==> config.mk <==
export PLATFORM = sky130hd
export DESIGN_NAME = mmio_console
export DESIGN_NICKNAME = d
export VERILOG_FILES = /design/src/rtl/mmio_console.sv
export SDC_FILE = /design/constraint.sdc
export NUM_CORES = 1
export LEC_CHECK = 0
export BUFFER_PORTS_ARGS = -buffer_cell sky130_fd_sc_hd__buf_2
export CAP_MARGIN = 20
export CELL_PAD_IN_SITES_DETAIL_PLACEMENT = 0
export CELL_PAD_IN_SITES_GLOBAL_PLACEMENT = 1
export CORE_MARGIN = 1.5
export CORE_UTILIZATION = 30
export CTS_CLUSTER_DIAMETER = 40
export CTS_CLUSTER_SIZE = 10
export DETAILED_ROUTE_END_ITERATION = 10
export GPL_TIMING_DRIVEN = 0
export PLACE_DENSITY = 0.68
export SLEW_MARGIN = 30
export SYNTH_ARGS = -nofsm -noshare
export SYNTH_HDL_FRONTEND = slang
export SYNTH_SLANG_ARGS = --single-unit
==> constraint.sdc <==
create_clock -name clk -period 3.34 [get_ports clk]
set_input_delay 0.668 -clock clk [delete_from_list [all_inputs] [get_ports clk]]
set_output_delay 0.668 -clock clk [all_outputs]
set_load 0.05 [all_outputs]
==> src/rtl/mmio_console.sv <==
// Memory-mapped console: byte stores feed a TX FIFO drained over valid/ready with a fixed gap; also holds tohost/halt.
// Optional byte-accepted counter at offset 3 is compiled in with MMIO_CONSOLE_TXCOUNT_EN.
module mmio_console #(
  parameter logic [31:0] BASE_ADDR  = 32'hFFFF_0000,
  parameter int          FIFO_DEPTH = 8,
  parameter int          GAP_CYCLES = 2
) (
  input  logic        clk,
  input  logic        reset,
  input  logic        MemWrite,
  input  logic [31:0] MemAddr,
  input  logic [31:0] MemWData,
  input  logic [3:0]  ByteEnable,
  output logic [31:0] MemRData,
  output logic        sel_hit,
  output logic        tx_valid,
  output logic [7:0]  tx_data,
  input  logic        tx_ready,
  output logic        halt,
  output logic [31:0] tohost
);

  localparam int PTR_W = $clog2(FIFO_DEPTH);
  localparam int CNT_W = PTR_W + 1;
  localparam int GAP_W = (GAP_CYCLES > 1) ? $clog2(GAP_CYCLES) : 1;

  localparam logic [CNT_W-1:0] DEPTH_C  = CNT_W'(FIFO_DEPTH);
  localparam logic [GAP_W-1:0] GAP_LOAD = (GAP_CYCLES > 0) ? GAP_W'(GAP_CYCLES - 1) : '0;

  localparam logic [1:0] ST_IDLE = 2'd0;
  localparam logic [1:0] ST_SEND = 2'd1;
  localparam logic [1:0] ST_GAP  = 2'd2;

  logic [1:0]       state_q, state_d;
  logic [PTR_W-1:0] rd_ptr_q, rd_ptr_d;
  logic [PTR_W-1:0] wr_ptr_q, wr_ptr_d;
  logic [CNT_W-1:0] count_q, count_d;
  logic [GAP_W-1:0] gap_cnt_q, gap_cnt_d;
  logic             overflow_q, overflow_d;
  logic             halt_q, halt_d;
  logic [31:0]      tohost_q, tohost_d;
  logic [7:0]       mem_q [FIFO_DEPTH];
  logic [7:0]       mem_d [FIFO_DEPTH];

  logic [1:0]  reg_off;
  logic        wr_txdata;
  logic        wr_status;
  logic        wr_tohost;
  logic [7:0]  push_byte;
  logic        fifo_empty;
  logic        fifo_full;
  logic        pop;
  logic        push_ok;
  logic        push_drop;
  logic        busy;
  logic [31:0] status_word;
  logic        unused_addr_bits;

  assign sel_hit          = (MemAddr[31:4] == BASE_ADDR[31:4]);
  assign reg_off          = MemAddr[3:2];
  assign unused_addr_bits = ^MemAddr[1:0];

  assign wr_txdata = MemWrite && sel_hit && (reg_off == 2'd0) && (ByteEnable != 4'b0000);
  assign wr_status = MemWrite && sel_hit && (reg_off == 2'd1);
  assign wr_tohost = MemWrite && sel_hit && (reg_off == 2'd2);

  // The lowest enabled lane carries the byte; SB/SH/SW all work.
  always_comb begin
    push_byte = MemWData[7:0];
    if (ByteEnable[0])      push_byte = MemWData[7:0];
    else if (ByteEnable[1]) push_byte = MemWData[15:8];
    else if (ByteEnable[2]) push_byte = MemWData[23:16];
    else if (ByteEnable[3]) push_byte = MemWData[31:24];
  end

  assign fifo_empty = (count_q == '0);
  assign fifo_full  = (count_q == DEPTH_C);
  assign tx_valid   = (state_q == ST_SEND);
  assign tx_data    = tx_valid ? mem_q[rd_ptr_q] : 8'h00;
  assign pop        = tx_valid && tx_ready;
  // A pop in the same cycle frees the slot, so a full FIFO still takes the push.
  assign push_ok    = wr_txdata && (!fifo_full || pop);
  assign push_drop  = wr_txdata && fifo_full && !pop;
  assign busy       = (state_q != ST_IDLE);

  always_comb begin
    rd_ptr_d = rd_ptr_q;
    wr_ptr_d = wr_ptr_q;
    count_d  = count_q;
    mem_d    = mem_q;
    if (pop) rd_ptr_d = rd_ptr_q + 1'b1;
    if (push_ok) begin
      mem_d[wr_ptr_q] = push_byte;
      wr_ptr_d        = wr_ptr_q + 1'b1;
    end
    case ({push_ok, pop})
      2'b10:   count_d = count_q + 1'b1;
      2'b01:   count_d = count_q - 1'b1;
      default: count_d = count_q;
    endcase
  end

  always_comb begin
    state_d   = state_q;
    gap_cnt_d = gap_cnt_q;
    case (state_q)
      ST_IDLE: begin
        if (!fifo_empty) state_d = ST_SEND;
      end
      ST_SEND: begin
        if (tx_ready) begin
          if (GAP_CYCLES > 0) begin
            state_d   = ST_GAP;
            gap_cnt_d = GAP_LOAD;
          end else if (count_q > CNT_W'(1)) begin
            state_d = ST_SEND;
          end else begin
            state_d = ST_IDLE;
          end
        end
      end
      ST_GAP: begin
        if (gap_cnt_q == '0) state_d = fifo_empty ? ST_IDLE : ST_SEND;
        else                 gap_cnt_d = gap_cnt_q - 1'b1;
      end
      default: state_d = ST_IDLE;
    endcase
  end

  always_comb begin
    overflow_d = overflow_q;
    halt_d     = halt_q;
    tohost_d   = tohost_q;
    if (push_drop)                     overflow_d = 1'b1;
    else if (wr_status && MemWData[3]) overflow_d = 1'b0;
    // Once halted, tohost is frozen so the exit code cannot be overwritten.
    if (wr_tohost && (ByteEnable == 4'b1111) && !halt_q) begin
      tohost_d = MemWData;
      halt_d   = MemWData[0];
    end
  end

  always_ff @(posedge clk or posedge reset) begin
    if (reset) begin
      state_q    <= ST_IDLE;
      rd_ptr_q   <= '0;
      wr_ptr_q   <= '0;
      count_q    <= '0;
      gap_cnt_q  <= '0;
      overflow_q <= 1'b0;
      halt_q     <= 1'b0;
      tohost_q   <= 32'h0;
    end else begin
      state_q    <= state_d;
      rd_ptr_q   <= rd_ptr_d;
      wr_ptr_q   <= wr_ptr_d;
      count_q    <= count_d;
      gap_cnt_q  <= gap_cnt_d;
      overflow_q <= overflow_d;
      halt_q     <= halt_d;
      tohost_q   <= tohost_d;
    end
  end

  // Storage needs no reset: pointers and count define what is valid.
  always_ff @(posedge clk) begin
    mem_q <= mem_d;
  end

`ifdef MMIO_CONSOLE_TXCOUNT_EN
  logic [31:0] txcount_q, txcount_d;

  always_comb begin
    txcount_d = txcount_q;
    if (pop) txcount_d = txcount_q + 32'd1;
    if (MemWrite && sel_hit && (reg_off == 2'd3)) txcount_d = 32'h0;
  end

  always_ff @(posedge clk or posedge reset) begin
    if (reset) txcount_q <= 32'h0;
    else       txcount_q <= txcount_d;
  end
`endif

  assign status_word = {27'b0, halt_q, overflow_q, busy, fifo_full, fifo_empty};

  always_comb begin
    MemRData = 32'h0;
    if (sel_hit) begin
      case (reg_off)
        2'd1:    MemRData = status_word;
        2'd2:    MemRData = tohost_q;
`ifdef MMIO_CONSOLE_TXCOUNT_EN
        2'd3:    MemRData = txcount_q;
`endif
        default: MemRData = 32'h0;
      endcase
    end
  end

  assign halt   = halt_q;
  assign tohost = tohost_q;

endmodule

## Word level (Yosys, flattened, before mapping)

Index checks and enable logic that the tools add are counted.

- Bits in registers: 111
- Bits in latches: 0
- Bits in writable memories: 0
- ROM bits: 0
- Output and inout bits: 75
- Word-level logic and storage cells: 89
- Memories: 0

- Add/subtract/negate cells: 5
- $mul: 0
- Div/mod/pow operators: 0
- $lt $le $gt $ge: 3
- Eq/ne operators: 12
- Shifts and indexed selects: 0
- Multiplexer cells: 24
- Bitwise gates (word level): 2
- Reductions and logical operators: 27

Operators with widths:

| cell | number |
|---|---|
| $bwmux 64 | 1 |
| $mux 8 | 8 |
| $pmux 32 s2 | 1 |
| $mux 32 | 1 |
| $eq 28x28->1 const B | 1 |
| $bmux 8 s3 | 1 |
| $demux 8 s3 | 1 |
| $logic_and 1x1->1 | 13 |
| $eq 4x4->1 const B | 2 |
| $ge 4x4->1 const B | 2 |
| $not 3->4 | 2 |
| $pmux 4 s2 | 1 |
| $reduce_bool 2->1 | 4 |
| $add 3x1->3 const B | 2 |
| $eq 2x1->1 const B | 3 |
| $eq 2x2->1 const B | 3 |
| $mux 2 | 3 |
| $pmux 2 s3 | 1 |
| $mux 1 | 5 |
| $add 4x1->4 const B | 1 |
| $logic_not 2->1 | 2 |
| $logic_not 4->1 | 1 |
| $lt 4x1->1 const B | 1 |
| $ne 2x2->1 const B | 2 |
| 9 further kinds | 11 |

## Logic depth before layout (Yosys ltp)

- Word-level depth: 7
- Depth in mapped cells: 13
- Mapped depth without buffers: 12

## Worst setup path after synthesis

Ideal clock, no wire load.

- Kind: input -> register
- Start point: in MemAddr[11]
- End point: reg mem_q[16] in the netlist's numbering (enable)
- Setup time: 398 ps
- Data arrival time: 2897 ps
- Required time: 2942 ps
- Path slack: 45 ps
- Cell stages on the path: 5
- Path buffers: 1
- Cell sequence: or4b_4 -> nor4_4 -> nand3_1 -> buf_4 -> nor4b_1

- Cells in the longest elaborated chain, start to end: 5

RTL lines:

| item | RTL line | source |
|---|---|---|
| from (decl) | 11 | `input logic [31:0] MemAddr,` |
| $eq 28x28->1 | 59 | `assign sel_hit = (MemAddr[31:4] == BASE_ADDR[31:4]);` |
| $logic_and 1x1->1 (3 in a row) | 63 | `assign wr_txdata = MemWrite && sel_hit && (reg_off == 2'd0) && (ByteEnable != 4'b0000);` |
| $logic_and 1x1->1 | 82 | `assign push_ok = wr_txdata && (!fifo_full \|\| pop);` |
| to (signal assigned) | 167 | `mem_q <= mem_d;` |
| to (decl) | 42 | `logic [7:0] mem_q [FIFO_DEPTH];` |

No other way between the ends.
A chain may end at the register's enable or synchronous reset.

## Final worst setup path

- Start point: in MemAddr[12]
- End point: out MemRData[19]

- Cells in the longest elaborated chain, start to end: 2

RTL lines:

| item | RTL line | source |
|---|---|---|
| $eq 28x28->1 | 59 |  |
| $mux 32 | 189 | `if (sel_hit) begin` |
| to (decl) | 14 | `output logic [31:0] MemRData,` |

No other way between the ends.

==> reports/qor.json <==
{
  "outcome": {
    "status": "completed"
  },
  "timing": {
    "drv_slew": 0,
    "setup_viol": 0,
    "finalHoldViolCount": 0,
    "post-route-period-util_pct": 97.8,
    "final_period_minus_worst_setup_slack_ps": 3270,
    "rsz0062_at_grt": "no",
    "max-slew-margin-rel_pct": 48.1,
    "worst_pin_slew_ps": 774,
    "max_freq_ghz": 0.306,
    "whs_ps": 390,
    "clock_skew_ps": 11.8
  },
  "floorplanning": {
    "die_y_um": 135,
    "core.rowCount": 48,
    "initial_core_util_pct": 30.5,
    "floorplan.io_pins": 147,
    "die_w_um": 135,
    "dieArea_mm2": 0.0183,
    "placeableCoreArea_mm2": 0.0172
  },
  "yosys": {
    "synth-edff-count": 64,
    "post_synthesis_average_cell_area_um2": 14.6,
    "synthArstFlopShare_pct": 41.8,
    "yosys_warns": 0,
    "predominant_post_synthesis_flop_cell": "sky130_fd_sc_hd__edfxtp_1",
    "synth_top_cell_area_share_pct": 36.6,
    "synth.cell_area_mm2": 0.00524,
    "synthMostInstantiatedCell": "sky130_fd_sc_hd__edfxtp_1",
    "netlist_instances": 358,
    "synth.ff_latch_count": 110,
    "ys_top_cells_by_area": "sky130_fd_sc_hd__edfxtp_1, sky130_fd_sc_hd__dfrtp_1, sky130_fd_sc_hd__mux2_4",
    "synth.cells.most_frequent": "sky130_fd_sc_hd__edfxtp_1, sky130_fd_sc_hd__dfrtp_1, sky130_fd_sc_hd__mux2_4",
    "yosys.area.top_type": "sky130_fd_sc_hd__edfxtp_1",
    "syn_nets": 438,
    "synth-seq-area-share_pct": 58.6,
    "synth.lib_cells_used.distinct": 46
  },
  "grt": {
    "antenna_found_initial": 0,
    "grt_max_degree": 47,
    "via_count_of_the_first_global_routing_pass": 3557,
    "grt_pass1_wl_mm": 20.2,
    "global_route.overflow_total": 0,
    "track_usage_pct": 14.7
  },
  "route": {
    "antenna_left": 0,
    "detail_route.iter0.violations": 198,
    "post_dr_vias_cell": 4.69,
    "drc": 0,
    "detailroute.via_count": 3514,
    "avgRoutedWirePerCell_um": 17.5,
    "wl_mm": 13.1,
    "drt_pre_antenna_iters": 4
  },
  "cts": {
    "cts_tree": "done",
    "cts_made_buffers": 9,
    "cts_hold_buf": 0,
    "root_buffer": "sky130_fd_sc_hd__clkbuf_16",
    "cts.path.max_buffers": 2,
    "cts.htree.levels": 3,
    "worst_setup_hold_path_clk_slew_ps": 70,
    "clock_sinks": 110,
    "clk-insertion-delay-late_ps": 350
  },
  "place": {
    "dpl.hpwl_mm": 9.85,
    "place_congestion": 0.765,
    "buffer_ports.inserted": 143,
    "dpl.cell_count": 730
  },
  "setup_path": {
    "maximum_fanout_encountered_on_the_critical_timing_path": 10,
    "worstSetupPathType": "input pin to output pin",
    "crit_start": "MemAddr[12]",
    "crit-reg2reg-launch": "count_q[1]",
    "worstSetupStartpointType": "input pin",
    "worst-endpoint-arrival_ps": 2600,
    "timing.critical_path.required_ps": 2670,
    "timing.critical_path.to_type": "output pin"
  },
  "cells_and_area": {
    "finish.net_count": 600,
    "diodes": 0,
    "multi_input_area_mm2": 0.00207,
    "register_area_mm2": 0.00307,
    "syn2layout_area_growth_pct": 28.3,
    "fin_cells": 750,
    "share_of_final_layout_standard_cells_stronger_than_drive_strength_1_pct": 46.3,
    "filler_cell_count": 1684
  },
  "pwr": {
    "power_leakage_uw": 0.00301,
    "report.power.total_uw": 2660,
    "p_per_area_mw_per_mm2": 395,
    "ir_drop_mv": 0.210
  },
  "job": {
    "maxCapViolCount": 0
  },
  "min_path": {
    "hp-class": "input pin to asynchronous set/reset pin"
  }
}
==> cell usage in the layout (no fill, tap or decap), types with 3 or more instances in the layout <==
cell type                   instances
sky130_fd_sc_hd__nand2b_1           4
sky130_fd_sc_hd__and2_1            28
sky130_fd_sc_hd__a22oi_1            3
sky130_fd_sc_hd__or3b_2             3
sky130_fd_sc_hd__o22ai_1            5
sky130_fd_sc_hd__dfrtp_1           46
sky130_fd_sc_hd__mux2_4            30
sky130_fd_sc_hd__nand3b_1           3
sky130_fd_sc_hd__clkbuf_4           6
sky130_fd_sc_hd__edfxtp_1          64
sky130_fd_sc_hd__xor2_1             3
sky130_fd_sc_hd__nand4_1            4
sky130_fd_sc_hd__nor2_1            16
sky130_fd_sc_hd__o22a_1             8
sky130_fd_sc_hd__buf_4             25
sky130_fd_sc_hd__o21ai_0           13
sky130_fd_sc_hd__mux2i_1            8
sky130_fd_sc_hd__nor4_1             3
sky130_fd_sc_hd__nand4b_1           3
sky130_fd_sc_hd__a21oi_1            5
sky130_fd_sc_hd__mux2_2             3
sky130_fd_sc_hd__buf_6              5
sky130_fd_sc_hd__xnor2_1            6
sky130_fd_sc_hd__inv_1              9
sky130_fd_sc_hd__buf_2            125
sky130_fd_sc_hd__ha_1               8
sky130_fd_sc_hd__clkbuf_16         10
sky130_fd_sc_hd__clkbuf_1           9
sky130_fd_sc_hd__mux4_2            16
sky130_fd_sc_hd__nand2_1           19
==> stage by stage <==
step	cell area, µm²	utilization, %	setup slack, ps	TNS (ps)
2_1_floorplan	5240	-	45.2	0
3_3_place_gp	6240	36.3	-1030	-48230
3_5_place_dp	6330	36.8	-354	-14010
4_1_cts	6660	38.8	1.15	0
5_1_grt	6730	39.2	0.671	0
6_report	6730	39.2	72.6	0
==> kinds of logic after synthesis <==
kind of cell / share of synthesized area, %
AO/OA/AOI/OAI: 5.15
adder cells (fa/ha/maj): 1.91
XOR/XNOR: 1.50
flip-flops: 58.6
buffers and inverters: 2.98
AND/OR/NAND/NOR: 12.2
multiplexers: 17.6
==> area by class of cell <==
cell class,instances,area share [%]
Tap cell,225,4.19
Sequential cell,110,45.7
Clock inverter,5,0.763
Timing Repair Buffer,151,12.3
Multi-Input combinational cell,218,30.8
Inverter,10,0.595
Clock buffer,11,3.78
Buffer,20,1.84
==> worst max-delay path, cell delays in order <==
cell	delay, ps
sky130_fd_sc_hd__buf_2	90
sky130_fd_sc_hd__or4b_1	570
sky130_fd_sc_hd__nor4_4	220
sky130_fd_sc_hd__buf_4	170
sky130_fd_sc_hd__and4_1	190
sky130_fd_sc_hd__buf_6	150
sky130_fd_sc_hd__buf_4	170
sky130_fd_sc_hd__and2_1	190
sky130_fd_sc_hd__buf_6	180
==> registers in the layout, summed over array words and instances, names as in the netlist <==
| name | cells |
|---|---|
| wr_ptr_q | 3 |
| overflow_q | 1 |
| mem_q | 64 |
| tohost | 32 |
| rd_ptr_q | 3 |
| state_q | 2 |
| gap_cnt_q | 1 |
| count_q | 4 |
==> layer usage <==
| layer | GRT usage, % | vias to the layer above | part of all wire [%] |
|---|---|---|---|
| met5 | 0 | - | 0 |
| met4 | 4.30 | 0 | 1.1 |
| met3 | 3.55 | 10 | 6.1 |
| met2 | 24.5 | 117 | 50 |
| met1 | 19.1 | 1723 | 43 |
| li1 | - | 1664 | - |
==> what timing repair did <==
item | CTS | global route
setup endpoints to repair | 32 | 23
resized for setup | 3 | 34
pin swaps | 1 | 0
cloned | 0 | 0
setup buffers | 2 | 2
==> worst paths after layout <==
check / endpoint / slack (ps) / depth (start not counted)
worst max-delay path: MemRData[19] / 70 / 9
worst min-delay path: tohost[30] / 390 / 2
worst max register to register: count_q[2] / 470 / 12
worst min register to register: count_q[3] / 520 / 1
max in group asynchronous: rd_ptr_q[2] / 2540 / 2
min in group clk: count_q[3] / 520 / 1
==> where the power goes <==
| group | leakage, µW | switching, µW | internal, µW |
|---|---|---|---|
| clock | 0.000142 | 512 | 567 |
| sequential | 0.00121 | 0.00000178 | 1450 |
| combinational | 0.00165 | 79.9 | 50.2 |
Power figures use the tool's default switching activity.
